**src/rtl/intensity_pkg.sv**
```systemverilog
// Shared constants, sample type and LED thermometer helper for the intensity meter.
package intensity_pkg;

   localparam int unsigned DATA_W             = 8;
   localparam int unsigned LOG_WINDOW_DEFAULT = 3;

   typedef logic [DATA_W-1:0] sample_t;

   // Bit i lights when the level exceeds 32*i, giving a bar-graph code.
   function automatic logic [7:0] thermo8(input sample_t value);
      logic [7:0] code;
      code = '0;
      for (int i = 0; i < 8; i++) begin
         code[i] = (value > sample_t'(32 * i));
      end
      return code;
   endfunction

endpackage

```
**src/rtl/intensity_led_bar.sv**
```systemverilog
// Registered thermometer encoder for the level display; only built with INTENSITY_LED_BAR_EN.
`ifdef INTENSITY_LED_BAR_EN
module intensity_led_bar
   import intensity_pkg::*;
(
   input  logic       clk,
   input  logic       reset,
   input  logic       load,
   input  sample_t    value,
   output logic [7:0] led
);

   always_ff @(posedge clk) begin
      if (reset) begin
         led <= '0;
      end else if (load) begin
         led <= thermo8(value);
      end
   end

endmodule
`endif

```
**src/rtl/intensity.sv**
```systemverilog
// Audio-intensity meter: averages 2^LOG_WINDOW samples and publishes the mean once per window.
// Build option INTENSITY_LED_BAR_EN adds a registered thermometer output led.
module intensity
   import intensity_pkg::*;
#(
   parameter int unsigned LOG_WINDOW = LOG_WINDOW_DEFAULT
) (
   input  logic              clk,
   input  logic              reset,
   input  logic [DATA_W-1:0] data,
   output logic [DATA_W-1:0] out
`ifdef INTENSITY_LED_BAR_EN
   ,
   output logic [7:0]        led
`endif
);

   localparam int unsigned ACC_W = DATA_W + LOG_WINDOW;

   logic [LOG_WINDOW-1:0] cnt;
   logic [ACC_W-1:0]      acc;
   sample_t               out_r;

   logic                  last_c;
   logic [ACC_W-1:0]      sum_c;
   sample_t               avg_c;

   // The accumulator is wide enough that the final sum cannot overflow.
   always_comb begin
      last_c = &cnt;
      sum_c  = acc + ACC_W'(data);
      avg_c  = sample_t'(sum_c >> LOG_WINDOW);
   end

   always_ff @(posedge clk) begin
      if (reset) begin
         cnt   <= '0;
         acc   <= '0;
         out_r <= '0;
      end else if (last_c) begin
         cnt   <= '0;
         acc   <= '0;
         out_r <= avg_c;
      end else begin
         cnt   <= cnt + LOG_WINDOW'(1);
         acc   <= sum_c;
      end
   end

   assign out = out_r;

`ifdef INTENSITY_LED_BAR_EN
   intensity_led_bar u_led_bar (
      .clk   (clk),
      .reset (reset),
      .load  (last_c),
      .value (avg_c),
      .led   (led)
   );
`endif

endmodule

```
**config.mk**
```make
export PLATFORM = sky130hd
export DESIGN_NAME = intensity
export DESIGN_NICKNAME = d
export VERILOG_FILES = /design/src/rtl/intensity_pkg.sv /design/src/rtl/intensity_led_bar.sv /design/src/rtl/intensity.sv
export SDC_FILE = /design/constraint.sdc
export NUM_CORES = 1
export LEC_CHECK = 0
export CAP_MARGIN = 25
export CORE_ASPECT_RATIO = 1.25
export CORE_MARGIN = 2
export CORE_UTILIZATION = 37
export DETAILED_ROUTE_END_ITERATION = 12
export PLACE_DENSITY = 0.61
export SYNTH_ARGS = -nofsm -noshare
export SYNTH_HDL_FRONTEND = slang
export SYNTH_SLANG_ARGS = --single-unit
```
**constraint.sdc**
```tcl
create_clock -name clk -period 5.44 [get_ports clk]
set_input_delay 0.544 -clock clk [delete_from_list [all_inputs] [get_ports clk]]
set_output_delay 0.544 -clock clk [all_outputs]
set_load 0.03 [all_outputs]
```
==> results.md <==
* Ranking of synthesized cells by area: dfxtp_1 (40%), ha_1 (11%), xor2_1 (5.6%)
* Setup violations, final at 0
* Routed Antenna Nets at 0
* Distinct cells, synth at 28
* Hold crit path type: reg -> reg
* Buffers on Ports at 17
* Critical path capture point type: flop
* Worst slew pin tran at 676 ps
* RSZ-0062 raised after global routing: false
* Endpoints failing hold at 0
* Startpoint types: input pin
* Bufs and invs on worst path at 2
* Iter 0 DRT Violations at 28
* DR vias/cell at 4.87
* Antenna violations before repair at 0
* WL/cell at 11.6 µm
* First-pass GRT wire length at 3.57 mm
* Post-synth top cells: dfxtp_1 (22), nor2_1 (16), ha_1 (10)
* Layout area overhead at 23.4%
* P_leak at 0.546 nW
* Htree depth at 1
* Period utilization at 0.471
* Worst Clk Skew at 2.83 ps
* Initial Util at 0.380
* Count leader, synth: dfxtp_1
* Run status: completed
* RePlAce Congestion at 0.802
* Setup Buffers After CTS at 0
* Clock Tree Buf Depth at 2
* Final worst path period need at 2560 ps
* Max-slew violations at 0
* Root buffer cell: clkbuf_4
* Hold buffers post-CTS at 0
* Cell taking the most area after synthesis: dfxtp_1
* Syn_nets at 138
* Largest stage delay on the critical path at 490 ps
* Final #Nets at 157
* Fmax at 390 MHz
* Area of the multi-input gates at 612 µm²
* Required time of the critical path at 5670 ps
* DR vias at 832
* CP top delay family: simple AND/OR/NAND/NOR gates
* Post-synth EDFFs at 0
* Total core area at 2890 µm²
* CTS tree: done
* Post-DP HPWL at 1.51 mm
* Layout cells sized above 1 at 0.0519
* CTS sink cnt at 22
* Ports at 18
* Total grt overflow at 0
* Total GRT Usage at 0.141
* Post-Syn Area per Cell at 9.38 µm²
* Async S/R FF share, synth at 0
* Critical-path cell list: clkdlybuf4s50_1, ha_1, inv_1, fa_1, nand2b_1, a211oi_2, o21ai_1, or4b_1, o311ai_1
* Post-Syn Area at 1100 µm²
* Pre-Repair DR Iteration Count at 4
* Synth top area share at 0.401
* FILL cells at 302
* Util after Layout at 0.468
* Synth Flop Type: dfxtp_1
* Die H at 64.9 µm
* CP Class: in -> reg
* Register area share after synthesis at 0.401
* Total negative slack at 0 ps
* Critical-path top delay cell: or4b_1
* Power Dens Cells at 376 nW/µm²
* Vias in the first global route at 808
* Seq cells post-synth at 22
* Ys Warns at 0
* Die area at 3420 µm²
* Rows at 22
* Register area at 440 µm²
* Clk Latency, worst-skew pair at 310 ps
* Clk slew on worst S/H paths at 130 ps
* Synthesized instance count at 117
* Max_cap viols at 0
* Critical-path maximum fanout at 3
* Drt drc at 0
* WP data arrival at 2790 ps
* Antenna diode count at 0
* Worst slew margin at 0.549
* TritonCTS Buffers at 3
* Post_cts resized at 0
* VDD IR max at 0.180 mV
* Wirelength, routed at 1.99 mm
* Die width at 52.7 µm
* Largest net degree at the start of global routing at 19
[final cells by class]
type / count / area share
timing repair buffer: 17 / 0.126
clock inverter: 1 / 0.0222
tap: 36 / 0.0333
inverter: 9 / 0.0250
multi-input combinational: 83 / 0.452
sequential: 22 / 0.325
clock buffer: 3 / 0.0166
[through the flow]
step / setup WS (ps) / cells / instance area [µm²] / hold WS [ps] / total power (W)
finish: 2880 / 171 / 1350 / 431 / 0.000509
global route: 2730 / 171 / 1350 / 457 / 0.000550
CTS: 2860 / 171 / 1350 / 434 / 0.000516
detailed placement: 2530 / 167 / 1300 / 417 / 0.000387
global placement: 2620 / 167 / 1300 / 407 / 0.000383
floorplan: 3160 / 117 / 1100 / 399 / 0.000348
[power breakdown]
group	leakage (nW)	internal, W	switching (W)
registers	0.180	0.000188	0.0000120
logic	0.337	0.0000784	0.000103
clock network	0.0279	0.0000745	0.0000523
total	0.546	0.000341	0.000168
[flip-flops by register name (all words and copies together) (netlist names)]
| register | cells |
|---|---|
| acc | 11 |
| out | 8 |
| cnt | 3 |
[cells in the final DEF, fill, tap and decap left out, types with 2 or more instances in the layout]
cell,n
nand4b_1,3
dfxtp_1,22
nor2_1,16
clkdlybuf4s50_1,17
o311ai_1,3
nand2b_1,3
and2_1,6
clkbuf_4,3
inv_1,9
nand2_1,7
mux2i_1,3
a211oi_1,2
or4b_1,3
xor2_1,7
a21oi_1,7
ha_1,10
[final timing paths]
check | from | to | slack (ps) | cells after the start
worst min register to register | cnt[0]$_SDFF_PP0_ | cnt[0]$_SDFF_PP0_ | 430 | 1
worst max-delay path | data[0] | out[5]$_SDFFE_PP0P_ | 2880 | 9
worst min-delay path | cnt[0]$_SDFF_PP0_ | cnt[0]$_SDFF_PP0_ | 430 | 1
worst max register to register | acc[0]$_SDFF_PP0_ | out[5]$_SDFFE_PP0P_ | 3240 | 8
[layer usage]
| layer | vias to the layer above | global-route usage | wire length, µm |
|---|---|---|---|
| met2 | 14 | 0.216 | 967 |
| li1 | 437 | - | - |
| met4 | 0 | 0.0769 | 36 |
| met1 | 377 | 0.181 | 909 |
| met5 | - | 0 | 0 |
| met3 | 4 | 0.0276 | 71 |
[cells by family after synthesis]
logic type      after synthesis  share of synthesized area
simple gates                 41                      0.198
flops                        22                      0.401
compound gates               20                      0.136
buf+inv                      12                     0.0410
fa+ha+maj                    11                      0.132
xor+xnor                      8                     0.0639
mux                           3                     0.0274
No activity file was read; power rests on OpenSTA's default activity.
